===== src/rtl/mult_div_unit_pkg.sv =====
// Shared constants for the iterative multiply/divide unit: operation
// encodings, FSM state encoding, iteration count and small decode helpers.
package mult_div_unit_pkg;

    // Operation encodings on the op input
    localparam logic [1:0] OP_MULT  = 2'b00;
    localparam logic [1:0] OP_MULTU = 2'b01;
    localparam logic [1:0] OP_DIV   = 2'b10;
    localparam logic [1:0] OP_DIVU  = 2'b11;

    // FSM state encoding
    localparam logic [1:0] ST_IDLE  = 2'b00;
    localparam logic [1:0] ST_CALC  = 2'b01;
    localparam logic [1:0] ST_FIXUP = 2'b10;

    // One iteration per operand bit
    localparam int ITER_COUNT = 32;

    function automatic logic op_is_div(input logic [1:0] op);
        return op[1];
    endfunction

    function automatic logic op_is_signed(input logic [1:0] op);
        return ~op[0];
    endfunction

    // Magnitude of a value, treated as two's complement only when en is set.
    // 0x80000000 maps to itself, which is the correct unsigned magnitude.
    function automatic logic [31:0] abs32(input logic [31:0] v, input logic en);
        return (en && v[31]) ? (32'd0 - v) : v;
    endfunction

endpackage


===== src/rtl/mult_div_unit.sv =====
// Iterative 32x32 multiply / 32/32 divide unit.
// Multiply: radix-2 shift-add on operand magnitudes, 64-bit product in {acc,mq}.
// Divide: restoring shift-subtract, remainder in acc, quotient in mq.
// A single 33-bit adder/subtractor serves both paths; signs are applied in
// FIXUP. Handshake: start is sampled only while idle (busy=0); the result on
// hi/lo is valid from the cycle where done pulses until the next completion.
module mult_div_unit
    import mult_div_unit_pkg::*;
(
    input  logic        clk,
    input  logic        rst_n,
    input  logic        start,
    input  logic [1:0]  op,
    input  logic [31:0] a,
    input  logic [31:0] b,
    output logic        busy,
    output logic        done,
    output logic [31:0] hi,
    output logic [31:0] lo
);

    logic [1:0]  state;
    logic [5:0]  count;
    logic        div_q;     // operation in flight is a divide
    logic        neg_lo;    // negate product (multiply) or quotient (divide)
    logic        neg_hi;    // negate remainder (signed divide only)
    logic [31:0] acc;       // product high half / partial remainder
    logic [31:0] mq;        // multiplier -> product low half / dividend -> quotient
    logic [31:0] opnd_b;    // multiplicand or divisor magnitude

    logic        in_signed;
    logic        in_div;
    logic [31:0] mag_a;
    logic [31:0] mag_b;
    logic        in_neg;

    logic [32:0] add_x;
    logic [32:0] add_y;
    logic [33:0] add_res;

    logic [63:0] prod_fix;
    logic [31:0] quo_fix;
    logic [31:0] rem_fix;

    assign busy = (state != ST_IDLE);

    // Decode the incoming request into operand magnitudes and result sign
    always_comb begin
        in_signed = op_is_signed(op);
        in_div    = op_is_div(op);
        mag_a     = abs32(a, in_signed);
        mag_b     = abs32(b, in_signed);
        in_neg    = in_signed & (a[31] ^ b[31]);
    end

    // Shared 33-bit adder: add for multiply, subtract (borrow = ~bit33) for divide
    always_comb begin
        add_x   = div_q ? {acc, mq[31]} : {1'b0, acc};
        add_y   = {1'b0, opnd_b};
        add_res = {1'b0, add_x} + {1'b0, add_y ^ {33{div_q}}} + {33'd0, div_q};
    end

    // Sign correction of the magnitude result
    always_comb begin
        prod_fix = neg_lo ? (64'd0 - {acc, mq}) : {acc, mq};
        quo_fix  = neg_lo ? (32'd0 - mq) : mq;
        rem_fix  = neg_hi ? (32'd0 - acc) : acc;
    end

    // Control FSM and iteration datapath
    always_ff @(posedge clk) begin
        if (!rst_n) begin
            state  <= ST_IDLE;
            count  <= 6'd0;
            done   <= 1'b0;
            hi     <= 32'd0;
            lo     <= 32'd0;
            div_q  <= 1'b0;
            neg_lo <= 1'b0;
            neg_hi <= 1'b0;
            acc    <= 32'd0;
            mq     <= 32'd0;
            opnd_b <= 32'd0;
        end else begin
            done <= 1'b0;
            case (state)
                ST_IDLE: begin
                    if (start) begin
                        div_q <= in_div;
                        count <= 6'd0;
                        if (in_div && (b == 32'd0)) begin
                            // Divide by zero: FIXUP passes acc/mq straight through
                            acc    <= a;
                            mq     <= 32'hFFFF_FFFF;
                            opnd_b <= 32'd0;
                            neg_lo <= 1'b0;
                            neg_hi <= 1'b0;
                            state  <= ST_FIXUP;
                        end else if (in_div) begin
                            acc    <= 32'd0;
                            mq     <= mag_a;
                            opnd_b <= mag_b;
                            neg_lo <= in_neg;
                            neg_hi <= in_signed & a[31];
                            state  <= ST_CALC;
                        end else begin
                            acc    <= 32'd0;
                            mq     <= mag_b;
                            opnd_b <= mag_a;
                            neg_lo <= in_neg;
                            neg_hi <= 1'b0;
                            state  <= ST_CALC;
                        end
                    end
                end
                ST_CALC: begin
                    count <= count + 6'd1;
                    if (div_q) begin
                        if (add_res[33]) begin
                            acc <= add_res[31:0];
                            mq  <= {mq[30:0], 1'b1};
                        end else begin
                            acc <= {acc[30:0], mq[31]};
                            mq  <= {mq[30:0], 1'b0};
                        end
                    end else begin
                        if (mq[0]) begin
                            acc <= add_res[32:1];
                            mq  <= {add_res[0], mq[31:1]};
                        end else begin
                            acc <= {1'b0, acc[31:1]};
                            mq  <= {acc[0], mq[31:1]};
                        end
                    end
                    if (count == 6'(ITER_COUNT - 1)) begin
                        state <= ST_FIXUP;
                    end
                end
                ST_FIXUP: begin
                    if (div_q) begin
                        hi <= rem_fix;
                        lo <= quo_fix;
                    end else begin
                        hi <= prod_fix[63:32];
                        lo <= prod_fix[31:0];
                    end
                    done  <= 1'b1;
                    state <= ST_IDLE;
                end
                default: begin
                    state <= ST_IDLE;
                end
            endcase
        end
    end

endmodule


===== config.mk =====
export PLATFORM = sky130hd
export DESIGN_NAME = mult_div_unit
export DESIGN_NICKNAME = d
export VERILOG_FILES = /design/src/rtl/mult_div_unit_pkg.sv /design/src/rtl/mult_div_unit.sv
export SDC_FILE = /design/constraint.sdc
export NUM_CORES = 1
export LEC_CHECK = 0
export ABC_AREA = 1
export CORE_MARGIN = 2
export CORE_UTILIZATION = 47
export CTS_BUF_LIST = sky130_fd_sc_hd__clkbuf_16
export DETAILED_ROUTE_END_ITERATION = 6
export PLACE_DENSITY = 0.67
export SLEW_MARGIN = 20
export SYNTH_ARGS = -nofsm -noshare
export SYNTH_HDL_FRONTEND = slang
export SYNTH_SLANG_ARGS = --single-unit

===== constraint.sdc =====
create_clock -name clk -period 9.4 [get_ports clk]
set_input_delay 2.82 -clock clk [delete_from_list [all_inputs] [get_ports clk]]
set_output_delay 2.82 -clock clk [all_outputs]
set_load 0.05 [all_outputs]

==> key figures, run 1 <==
Outcome
  – Status: complete, but fails checks
  – Failing checks: DRC

Setup path
  – Crit path from: start
  – Worst r2r src: div_q$_SDFFE_PN0P_
  – FF-to-FF setup slack: 4.69 ns
  – WP data required: between 9 and 10 ns
  – R2r worst-path depth: 15
  – R2R Path End: acc[20]$_SDFFE_PN0P_
  – Crit path capture type: flip-flop
  – Crit path launch type: primary input
  – WS Path Type: in2reg
  – CP arrival: between 6 and 7 ns
  – CP max FO: 84

Clock tree
  – CTS Hold Bufs: 0
  – CTS Sinks: roughly 170
  – H-tree level count: 4
  – TritonCTS Buffers: 17
  – Post-CTS Setup Repair Bufs: 0
  – Clk Latency, worst-skew pair: 0.46 ns
  – CTS clk-pin slew, worst paths: 0.08 ns
  – CTS resizes: 0
  – CTS max path bufs: 2
  – CTS tree: built
  – Clock root buffer: clkbuf_16

Die
  – Initial Util: 48.0%
  – Die Ht: approximately 190 um
  – Row count: between 60 and 70
  – Die area: 34,900 um^2
  – Die width: between 150 and 200 um
  – # IOs: 135
  – Core area: 32,700 um^2

STA
  – Setup TNS: 0 ns
  – Final Slew Violations: 0
  – Relative slew slack: 20.8%
  – Tcrit/Tclk final: 61.5%
  – Worst setup margin: about 3.6 ns
  – Final hold violations: 0
  – Fmax: 173 MHz
  – Clock skew: 0.0135 ns
  – RSZ-0062 raised after global routing: no
  – Worst Max-Slew Pin Slew: 1.19 ns
  – Final Setup Violations: 0
  – Min Tclk post-route: 5.78 ns

Routing
  – Router iterations before antenna repair: 7
  – Vias: 18,400
  – DRT iter0 DRCs: 2,304
  – Total wire length: 64,600 um
  – ANT nets after route: 0
  – DRC violations left: 7
  – Vias per cell: 5.94
  – WL per Instance: 20.9 um

Logic synthesis
  – Library cells used by synthesis: 62
  – Post-synth ARST share: 0%
  – Syn_nets: 2,713
  – Synthesis warning total: 0
  – Post-synthesis register bit count: 172
  – Post-Syn Instances: 2,607
  – Seq/Total Area, Yosys: 21.9%
  – Top cells by area, synth: dfxtp_1, nand2_1, xor2_1
  – Post-synth EDFFs: 0
  – Top cell type's share of synthesized area: 21.9%
  – Syn_area_per_cell: 6.03 um^2
  – Post-Syn Area: 15,700 um^2
  – Synth area leader: dfxtp_1
  – Main synth FF type: dfxtp_1

GRT
  – First-pass GRT wire length: 97,900 um
  – Initial antenna violation count: 0
  – Largest net degree at the start of global routing: 93
  – Vias in the first global route: 16,600
  – Grt ovf: 0
  – GRT Util Overall: 36.0%

Finish
  – Area delta synth->final: 12.8%
  – Nets: 2,747
  – Layout cells sized above 1: 5.54%
  – Antenna Cells: 0
  – Fin area: 17,700 um^2
  – Most frequent cells in the layout: nand2_1, nor2_1, inv_1
  – Most common cell after layout, fill and taps aside: nand2_1
  – Final Non-Filler Cells: around 3,100

Hold path
  – Hold Path Cell Cnt: 2
  – Hold Path Class: reg2reg
  – Hold_sp: opnd_b[7]$_SDFFE_PN0P_
  – Worst hold path endpoint: opnd_b[7]$_SDFFE_PN0P_

Placement
  – DP HPWL: 50,000 um
  – Number of port buffers: 134
  – Dpl ws: 3.29 ns
  – Placed instance count: between 3,000 and 4,000
  – Dpl cell area: 17,100 um^2
  – Routability cong.: 1.01

Power
  – Worst VDD drop: roughly 150 uV
  – Leakage power: approximately 0.0077 uW
  – PwrDens: 151 nW/um^2
  – Final Power: 2680 uW

Job
  – Max Cap Viol: 0
## routing by layer
layer | up-vias | wire, um | GRT usage (%)
met5 | - | 0 | 0
met4 | 0 | 2580 | 13.7
met3 | 140 | 6980 | 7.07
met2 | 1043 | 27300 | 54.1
met1 | 8496 | 27600 | 50.6
li1 | 8718 | - | -
## worst max-delay path by stage
stage / endpoint / slack [ns] / cells after the start
floorplan: opnd_b[17]$_SDFFE_PN0P_ / 4.99 / 14
global placement: mq[29]$_SDFFE_PN0P_ / 3.35 / 9
detailed placement: mq[27]$_SDFFE_PN0P_ / 3.29 / 9
CTS: mq[27]$_SDFFE_PN0P_ / 3.76 / 9
global route: mq[29]$_SDFFE_PN0P_ / 3.37 / 9
finish: acc[12]$_SDFFE_PN0P_ / 3.62 / 9
## cell families after synthesis
| kind of cell | Yosys count | synth area share, % |
|---|---|---|
| and+or+nand+nor | 1156 | 31.6 |
| adders and majority gates | 37 | 3.00 |
| AOI/OAI and AO/OA | 678 | 24.7 |
| DFF | 172 | 21.9 |
| buffers and inverters | 411 | 10.3 |
| xor gates and xnor gates | 153 | 8.53 |
## power breakdown
group	internal, uW	total [uW]	switching [uW]
registers	783	872	89.0
logic	331	1080	752
clock network	375	725	350
## state kept, by name, summed over array words and instances, names as in the netlist, 2 cells and up
| signal | count |
|---|---|
| count | 6 |
| state | 2 |
| hi | 32 |
| opnd_b | 32 |
| mq | 32 |
| lo | 32 |
| acc | 32 |
## synth_stat cells (25+ instances only)
cell	count
nand2_1	567
nor2_1	314
inv_1	248
o21ai_0	226
a21oi_1	225
dfxtp_1	172
nand3_1	151
xor2_1	137
clkbuf_1	94
o21ai_1	61
ha_1	36
nor3_1	32
o211ai_1	30
o21bai_1	25
## layout make-up
cell class / count / area (um^2)
fill: 3422 / 15000
timing repair buffer: 150 / 1450
inverter: 276 / 1040
clock buffer: 17 / 425
sequential: 172 / 3450
multi-input combinational: 2024 / 10700
clock inverter: 15 / 155
tap: 442 / 553
## critical path: stages
cell and delay [ns]:
clkdlybuf4s50_1 0.47, nand2_2 0.39, nor2_1 0.78, nor2_2 0.36
inv_2 0.13, buf_4 0.67, o32ai_1 0.17, a21oi_1 0.17
nor2_1 0.06
## metrics by stage
step           hold WS, ns  utilization, %
2_1_floorplan        0.454               -
3_3_place_gp         0.466            52.4
3_5_place_dp         0.471            52.4
4_1_cts              0.482            54.2
5_1_grt              0.510            54.2
6_report             0.483            54.2
Power figures use the tool's default switching activity.
==> run 2, diff against run 1 <==
- clock period: 9.4 -> 5.4 ns (I/O delays scaled with it)
==> key figures, run 2 (same netlist as run 1, synthesis figures left out) <==
Finish
  – Layout cells sized above 1: 6.04% (was 5.54%)
  – Area delta synth->final: 14.0% (was 12.8%)
  – Most frequent cells in the layout: nand2_1, nor2_1, inv_1 (unchanged)
  – Filler cell count: 3,407 (was 3,422)
  – Final Non-Filler Cells: 3,109 (was 3,096)
  – Nets: 2,759 (was 2,747)
  – Most common cell after layout, fill and taps aside: nand2_1 (unchanged)
  – Final core utilization: 54.8% (was 54.2%)

Die
  – Core area: 32,700 um^2 (unchanged)
  – Die area: 34,900 um^2 (unchanged)
  – Die width: 187 um (unchanged)
  – # IOs: 135 (unchanged)
  – Initial Util: 48.0% (unchanged)
  – Row count: 66 (unchanged)
  – Die Ht: 187 um (unchanged)

Placement
  – Placed instance count: 3,076 (was 3,064)
  – DP HPWL: 49,400 um (was 50,000 um)
  – Routability cong.: 1.07 (was 1.01)
  – Dpl ws: 0.805 ns (was 3.29 ns)
  – Number of port buffers: 134 (unchanged)

STA
  – Final hold violations: 0 (unchanged)
  – Final Slew Violations: 0 (unchanged)
  – Worst Max-Slew Pin Slew: 1.08 ns (was 1.19 ns)
  – Relative slew slack: 28.2% (was 20.8%)
  – Setup TNS: 0 ns (unchanged)
  – Tcrit/Tclk final: 77.3%
  – Min Tclk post-route: between 4 and 5 ns
  – RSZ-0062 raised after global routing: no (unchanged)
  – Worst setup margin: 1.22 ns (was 3.62 ns)
  – Hold slack final: 0.484 ns (was 0.483 ns)
  – Final Setup Violations: 0 (unchanged)
  – Fmax: 239 MHz
  – Clock skew: 0.0203 ns (was 0.0135 ns)

Routing
  – DRC violations left: 0 (was 7)
  – DRT iter0 DRCs: 2,674 (was 2,304)
  – Total wire length: 63,700 um (was 64,600 um)
  – ANT nets after route: 0 (unchanged)
  – Routed metal-1 wire length: 26,900 um (was 27,600 um)
  – WL per Instance: 20.5 um (was 20.9 um)
  – Vias per cell: 5.93 (was 5.94)
  – Top routing layer used: met5 (was met4)
  – Router iterations before antenna repair: 7 (unchanged)
  – Vias: 18,400 (about the same)
  – Wire length on met2: 27,300 um (about the same)
  – Met3 WL: 7460 um (was 6980 um)

Power
  – PwrDens: 266 nW/um^2 (was 151 nW/um^2)
  – Worst VDD drop: 236 uV (was 153 uV)
  – Combinational group share of total power: 40.1% (was 40.4%)
  – Int Pwr: 2630 uW (was 1490 uW)
  – Net switching fraction of the power: 44.7% (was 44.4%)
  – Leakage power: 0.00779 uW (was 0.00770 uW)
  – NetSw: 2130 uW (was 1190 uW)
  – Power share of the clock group: 28.2% (was 27.0%)
  – Sequential power share: 31.7% (was 32.5%)

Setup path
  – Largest delay share family, worst path: simple AND/OR/NAND/NOR gates (unchanged)
  – WS Path Type: in2reg (unchanged)
  – CP Cell Sequence: clkdlybuf4s50_1 > inv_1 > ha_1 > inv_1 > nor3_2 > inv_2 > nor2_4 > nand3_2 > nor2_4 > nand4_4 > inv_2 > nor2_2 > inv_2 > a31oi_1 > o21ai_1 > a21oi_1 (was clkdlybuf4s50_1 > nand2_2 > nor2_1 > nor2_2 > inv_2 > buf_4 > o32ai_1 > a21oi_1 > nor2_1)
  – CP arrival: 4.57 ns (was 6.09 ns)
  – Max incr delay on CP: 0.61 ns (was 0.78 ns)
  – CP bufs+invs: 6 (was 3)
  – CP max FO: 37 (was 84)
  – Crit-path slowest cell: nor2_2 (was nor2_1)
  – WP data required: 5.79 ns (was 9.71 ns)
  – Crit path launch type: primary input (unchanged)
  – CP dominant cell by count: inv_2 (was nor2_1)
  – Crit path capture type: flip-flop (unchanged)

Hold path
  – Hold Path Class: reg2reg (unchanged)

Clock tree
  – CTS Hold Bufs: 0 (unchanged)
  – CTS clk-pin slew, worst paths: 0.09 ns (was 0.08 ns)
  – H-tree level count: 4 (unchanged)
  – CTS resizes: 0 (unchanged)
  – CTS Sinks: 172 (unchanged)
  – TritonCTS Buffers: 17 (unchanged)
  – CTS max path bufs: 2 (unchanged)
  – Clock root buffer: clkbuf_16 (unchanged)
  – Post-CTS Setup Repair Bufs: 0 (unchanged)
  – CTS tree: built (unchanged)
  – Clk Latency, worst-skew pair: 0.46 ns (about the same)

GRT
  – Vias in the first global route: 16,500 (was 16,600)
  – Initial antenna violation count: 3 (was 0)
  – First-pass GRT wire length: 96,300 um (was 97,900 um)
  – Largest net degree at the start of global routing: 104 (was 93)
  – Grt ovf: 0 (unchanged)
  – GRT Util Overall: 35.1% (was 36.0%)

Job
  – Max Cap Viol: 0 (unchanged)

Outcome
  – Status: complete, no violations (was complete, but fails checks)
[run 2: cell count changes in the layout (fill, tap and decap cells not counted), sizes merged]
cell | previous run | this run
buf | 18 | 30
clkinv | 8 | 12
inv | 280 | 278
clkinvlp | 2 | 0
diode | 0 | 1
[run 2: power groups by stage]
stage	clock network (uW)	logic (uW)	registers, uW
floorplan	0	1230	1530
global placement	0	1820	1530
detailed placement	0	1840	1530
CTS	1350	1850	1500
global route	1410	2070	1510
finish	1340	1910	1510
[run 2: cell type report]
type	instances	area [um^2]	share of cell area [%]
tap	442	553	3.09
inverter	276	1040	5.80
clock inverter	15	218	1.22
sequential	172	3450	19.3
multi-input combinational	2024	10700	59.5
antenna	1	2.50	0.0140
timing repair buffer	162	1570	8.75
clock buffer	17	425	2.38
[run 2: worst paths after layout]
check / cells after the start / startpoint / slack [ns] / endpoint
max: 16 / b[0] / 1.22 / opnd_b[22]$_SDFFE_PN0P_
min: 2 / opnd_b[10]$_SDFFE_PN0P_ / 0.48 / opnd_b[10]$_SDFFE_PN0P_
max reg2reg: 16 / div_q$_SDFFE_PN0P_ / 1.47 / acc[17]$_SDFFE_PN0P_
min reg2reg: 2 / opnd_b[10]$_SDFFE_PN0P_ / 0.48 / opnd_b[10]$_SDFFE_PN0P_
[run 2: worst min-delay path, cell delays in order (launching register included)]
cell	delay [ns]
dfxtp_1	0.33
nand2_1	0.06
a21oi_1	0.05
[run 2: per-stage QoR]
stage	cell area (um^2)	total power, uW
5_1_grt	17900	4990
4_1_cts	17900	4700
3_3_place_gp	17300	3350
2_1_floorplan	15700	2760
3_5_place_dp	17300	3370
6_report	17900	4760
[run 2: layer usage]
| metal | GRT usage [%] | up-vias |
|---|---|---|
| li1 | - | 8743 |
| met1 | 48.8 | 8456 |
| met2 | 54.3 | 1111 |
| met3 | 7.45 | 124 |
| met4 | 10.8 | 2 |
| met5 | 0 | - |
